## src/rtl/handshake_rx_responder.sv

```systemverilog
// Responder end of the four-phase req/ack CDC handshake.
// A foreign-domain level request is synchronized into clk_source, the held
// sender word is captured and offered to a local consumer over valid/ready,
// and a registered acknowledge is returned once the consumer has taken it.
// A request that drops before the consumer accepts is flagged as a sticky
// protocol error, but the captured word is still delivered.

module handshake_rx_responder #(
  parameter int SYNC_STAGE = 2,
  parameter int DATA_WIDTH = 8,
  parameter int CNT_WIDTH  = 16
) (
  input  logic                  clk_source,
  input  logic                  rst_dest,
  input  logic                  req_async,
  input  logic [DATA_WIDTH-1:0] data_async,
  input  logic                  data_ready,
  output logic [DATA_WIDTH-1:0] data_out,
  output logic                  data_valid,
  output logic                  ack_out,
  output logic                  busy,
  output logic [CNT_WIDTH-1:0]  xfer_cnt,
  output logic                  proto_err
);

  typedef enum logic [1:0] {
    IDLE  = 2'd0,
    VALID = 2'd1,
    ACK   = 2'd2
  } state_e;

  logic [SYNC_STAGE-1:0] sync_q;
  logic                  req_sync;

  state_e                state_q, state_d;
  logic [DATA_WIDTH-1:0] data_q, data_d;
  logic                  valid_q, valid_d;
  logic                  ack_q, ack_d;
  logic [CNT_WIDTH-1:0]  cnt_q, cnt_d;
  logic                  err_q, err_d;

  // Multi-flop synchronizer for the foreign request; only its last stage is used.
  always_ff @(posedge clk_source or negedge rst_dest) begin
    if (!rst_dest) begin
      sync_q <= '0;
    end else begin
      sync_q <= {sync_q[SYNC_STAGE-2:0], req_async};
    end
  end

  assign req_sync = sync_q[SYNC_STAGE-1];

  // State and datapath registers; reset clears ack and valid without a clock.
  always_ff @(posedge clk_source or negedge rst_dest) begin
    if (!rst_dest) begin
      state_q <= IDLE;
      data_q  <= '0;
      valid_q <= 1'b0;
      ack_q   <= 1'b0;
      cnt_q   <= '0;
      err_q   <= 1'b0;
    end else begin
      state_q <= state_d;
      data_q  <= data_d;
      valid_q <= valid_d;
      ack_q   <= ack_d;
      cnt_q   <= cnt_d;
      err_q   <= err_d;
    end
  end

  // Next-state logic: capture on request, release on accept, close on req drop.
  always_comb begin
    state_d = state_q;
    data_d  = data_q;
    valid_d = valid_q;
    ack_d   = ack_q;
    cnt_d   = cnt_q;
    err_d   = err_q;
    unique case (state_q)
      IDLE: begin
        if (req_sync) begin
          data_d  = data_async;
          valid_d = 1'b1;
          state_d = VALID;
        end
      end
      VALID: begin
        // Sender withdrew the request before the word was consumed.
        if (!req_sync) begin
          err_d = 1'b1;
        end
        if (valid_q && data_ready) begin
          valid_d = 1'b0;
          ack_d   = 1'b1;
          cnt_d   = cnt_q + CNT_WIDTH'(1);
          state_d = ACK;
        end
      end
      ACK: begin
        if (!req_sync) begin
          ack_d   = 1'b0;
          state_d = IDLE;
        end
      end
      default: begin
        state_d = IDLE;
      end
    endcase
  end

  assign data_out   = data_q;
  assign data_valid = valid_q;
  assign ack_out    = ack_q;
  assign busy       = (state_q != IDLE);
  assign xfer_cnt   = cnt_q;
  assign proto_err  = err_q;

endmodule

```

## config.mk

```make
export PLATFORM = sky130hd
export DESIGN_NAME = handshake_rx_responder
export DESIGN_NICKNAME = d
export VERILOG_FILES = /design/src/rtl/handshake_rx_responder.sv
export SDC_FILE = /design/constraint.sdc
export NUM_CORES = 1
export LEC_CHECK = 0
export CORE_UTILIZATION = 48
export CTS_CLUSTER_DIAMETER = 150
export DETAILED_ROUTE_END_ITERATION = 8
export PLACE_DENSITY = 0.82
export SYNTH_ARGS = -nofsm -noshare
export SYNTH_HDL_FRONTEND = slang
export SYNTH_SLANG_ARGS = --single-unit
```

## constraint.sdc

```tcl
create_clock -name clk_source -period 2.6 [get_ports clk_source]
set_clock_uncertainty 0.1 [all_clocks]
set_input_delay 0.26 -clock clk_source [delete_from_list [all_inputs] [get_ports clk_source]]
set_output_delay 0.26 -clock clk_source [all_outputs]
set_load 0.02 [all_outputs]
```

[After elaboration in Yosys (flattened, before gate mapping)]
Cells that the tools add are included.
Storage, ports and cells
  word-level logic and storage cells: 35
  output and inout bits: 28
  register bits after elaboration: 31
  input port bits: 12
Operators by class
  bitwise operators: 1
  muxes and demuxes: 10
  add/subtract/negate cells: 1
  reductions and logical operators: 11
  equal/unequal tests: 5
Operators with widths (number)
  adder 16 x 1 -> 16 bit (second input constant): 1
  AND reduction 3 bit: 3
  2-to-1 mux 2 bit: 3
  != test 2 bit (second input constant): 3
  one-hot mux 2 bit (3 select lines): 1
  AND reduction 2 bit: 3
  nonzero test 2 bit: 3
  2-to-1 mux 1 bit: 4
  one-hot mux 1 bit (2 select lines): 2
  == test 2 x 1 -> 1 bit (second input constant): 1
  == test 2 bit (second input constant): 1
  zero test 2 bit: 1
  logical AND 1 bit: 1
  inverter 1 bit: 1

[Longest topological paths before layout]
  depth after elaboration: 3
  gate-level depth with buffers: 5
  gate-level depth less buffers: 5

[Least setup slack after synthesis]
No wires, ideal clock.
  kind: register to register
  start: register state_q[0]
  end: register data_q[0], in the netlist data_out[0]
  clock period less this slack: 1691 ps
  buffers on the path: 0
  arrival: 1466 ps
  stages on the path, launching flop included: 4
  setup time: 125 ps
  data required time: 2375 ps
  path slack: 909 ps
  path through: dfrtp_1 -> or2_2 -> nor2_2 -> mux2_2
Between the ends
  word-level cells in the longest chain between the ends: 2
Ends and longest elaborated chain
  from (decl): line 35  | state_e state_q, state_d;
  from (signal assigned): line 63  | state_q <= state_d;
  zero test 2 bit: line 80  | unique case (state_q)
  AND reduction 2 bit (no line)
  to (signal assigned): line 64  | data_q <= data_d;
  to (decl): line 36  | logic [DATA_WIDTH-1:0] data_q, data_d;
No other way between the ends.
A chain may end at the register's enable or synchronous reset.

[Worst setup path after layout]
  start: register state_q[0]
  end: output busy
Between the ends
  word-level cells in the longest chain between the ends: 1
Ends and longest elaborated chain
  nonzero test 2 bit: line 115  | assign busy = (state_q != IDLE);
  to (decl): line 21  | output logic busy,
No other way between the ends.

==> results.txt <==
EDFF count, synth: 0
RD Place Congestion: 0.787
Yosys cell types: 23
Post-synth top area share: 61.3%
TritonRoute pass-1 iters: 4
Pleak: 0.781 nW
Post-synth top area cell: dfrtp_1
Worst skew pair latency: 0.33 ns
DRC errors left: 0
Setup Viol. Count Final: 0
Clk network pwr share: 18.8%
Crit path max-delay cell type: clkdlybuf4s50_1
Worst Path Arrival: 1.70 ns
Commonest cells in the synthesized netlist: dfrtp_1 (31), nand2_1 (10), nor2_1 (9)
# diodes: 0
Combinational cell fraction of total power: 38.5%
Post-CTS Resized: 0
WS Path Type: reg -> out
Routed via count: 914
Worst-path maximum fanout: 7
Asr flop ratio synth: 100%
Initial antenna violation count: 0
Post-CTS Setup Bufs: 0
Part of the power in registers: 42.7%
Netlist Area Pre-Place: 0.00126 sq mm
DR iter-0 viols: 7
Sw Share: 34.6%
Area contributors post-synth: dfrtp_1 (61%), mux2_2 (7.1%), xor2_1 (5.5%)
F_max: 485 MHz
PwrDens: 970 mW/mm^2
Final period util: 79.3%
Status: complete, no violations
Max_cap viols: 0
GR Overflow Total: 0
Unrepaired setup endpoints after global routing: false
FP Rows: 18
Area delta synth->final: 39.5%
Critical path buffers and inverters: 1
Initial Util: 51.1%
Max Buffers Root-to-Sink: 2
CTS Root Cell: clkbuf_4
# hold bufs at CTS: 0
Port Buffers: 39
Vias per cell: 5.13
Post-synth top flop: dfrtp_1
Clk sink count: 31
Fraction of the yosys area taken by sequential cells: 61.3%
Slew HR: 68.9%
Synthesized area per cell: 12.5 sq um
Delay-heaviest family, CP: buffers and inverters
Switching power: 0.000592 W
Fin. Hold Viols: 0
Crit path capture type: output pin
Tot GR Track Use: 20.6%
Pwr Total: 0.00171 W
CTS H-tree lvls: 2
Setup crit start kind: flip-flop
Vias in the first global route: 916
Layout net count: 160
Yosys reg bits: 31
Final min period: 2.06 ns
Yosys warnings: 0
Pin count of the biggest net entering global routing: 32
CTS tree: built
Worst-margin pin slew: 0.467 ns
Count leader, synth: dfrtp_1
Chip width: 53.3 um
Fin. max-slew vios: 0
HPWL Detailed: 1670 um
Slowest cell delay on critical path: 0.55 ns
I/O Pins: 40
Chip height: 53.3 um
Core area: 0.00248 sq mm
CP cell instances: or2_2, clkdlybuf4s50_1
Setup TNS: 0 ns
First-pass GRT wire length: 3940 um
Wire length per cell: 13.2 um
Die ar.: 0.00284 sq mm
Fillers: 189
Register area: 776 sq um
CP Data Required Time: 2.24 ns
CTS buffer count: 5
Share of cells above drive strength 1: 14.9%
Hold WC Path Type: in -> async
CTS clk-pin slew, worst paths: 0.10 ns
Multi-input gate area: 469 sq um
Internal power: 0.00112 W
Max rail drop VDD: 0.000702 V
Routed Antenna Nets: 0
WL final: 2360 um
Post-Syn Instances: 101
Synth Net Count: 114
-- cells in the final DEF (no fill, tap or decap) --
| cell type | n |
|---|---|
| nand4_1 | 3 |
| clkbuf_4 | 5 |
| mux2_2 | 8 |
| nand3_1 | 3 |
| clkdlybuf4s50_1 | 39 |
| clkbuf_8 | 2 |
| and4_1 | 2 |
| clkbuf_1 | 1 |
| nand4b_4 | 1 |
| nor2_2 | 1 |
| nor3_2 | 1 |
| nand2b_1 | 1 |
| nand2_1 | 10 |
| dfrtp_1 | 31 |
| a311oi_1 | 1 |
| xor2_1 | 8 |
| a21o_1 | 1 |
| xnor2_1 | 7 |
| a31o_2 | 1 |
| inv_1 | 4 |
| or3_1 | 2 |
| ha_1 | 1 |
| buf_4 | 1 |
| or2_2 | 2 |
| o21ai_0 | 2 |
| nor2_1 | 9 |
| nor2b_1 | 1 |
-- power by group through the flow --
| stage | combinational (W) | clock (W) | sequential [W] |
|---|---|---|---|
| 2_1_floorplan | 0.000222 | 0 | 0.000855 |
| 3_3_place_gp | 0.000650 | 0 | 0.000727 |
| 3_5_place_dp | 0.000663 | 0 | 0.000737 |
| 4_1_cts | 0.000666 | 0.000330 | 0.000729 |
| 5_1_grt | 0.000717 | 0.000341 | 0.000751 |
| 6_report | 0.000659 | 0.000322 | 0.000730 |
-- sequential cells by signal, summed over array words and instances (netlist names) --
register,cells
xfer_cnt,16
data_out,8
state_q,2
sync_q,2
ack_out,1
data_valid,1
proto_err,1
-- worst paths after layout --
| kind | slack (ns) | from | end | cells after the start |
|---|---|---|---|---|
| min in group clk_source | 0.26 | req_async | sync_q[0] | 1 |
| max reg2reg | 0.79 | state_q[0] | data_out[7] | 3 |
| min | 0.21 | rst_dest | xfer_cnt[0] | 2 |
| max | 0.54 | state_q[0] | busy | 2 |
| min reg2reg | 0.26 | sync_q[0] | sync_q[1] | 0 |
| max in group asynchronous | 1.91 | rst_dest | xfer_cnt[7] | 2 |
-- cell families (layout without fill, tap and decap cells) --
family / after synthesis / after routing / share of synthesized area [%]
adder cells (fa/ha/maj): 1 / 1 / 0.989
XOR/XNOR: 15 / 15 / 10.4
AND/OR/NAND/NOR: 36 / 36 / 15.8
multiplexers: 8 / 8 / 7.12
buffers and inverters: 5 / 52 / 1.58
flip-flops: 31 / 31 / 61.3
AO/OA/AOI/OAI: 5 / 5 / 2.77
-- metrics by stage --
stage	std cells	cell area, sq um	util (%)	hold slack, ns	setup WS, ns
floorplan	101	1260	-	-0.136	0.909
global placement	170	1700	68.4	0.236	0.644
detailed placement	170	1700	68.4	0.241	0.603
CTS	178	1760	71.2	0.218	0.536
global route	178	1760	71.2	0.252	0.491
finish	178	1760	71.2	0.212	0.539
-- layer usage --
| layer | wire length (um) | global-route usage, % |
|---|---|---|
| met5 | 0 | 0 |
| met2 | 1130 | 31.7 |
| met4 | 78 | 14.5 |
| met3 | 189 | 7.47 |
| met1 | 962 | 23.4 |
-- cell type report --
| type | instances | area share, % |
|---|---|---|
| inverters | 4 | 0.851 |
| multi-input cells | 65 | 26.6 |
| well taps | 30 | 2.13 |
| clock buffers | 8 | 3.90 |
| repair buffers | 40 | 22.6 |
| flip-flops and latches | 31 | 44.0 |
Note: power is estimated with default switching activity, not from simulation.
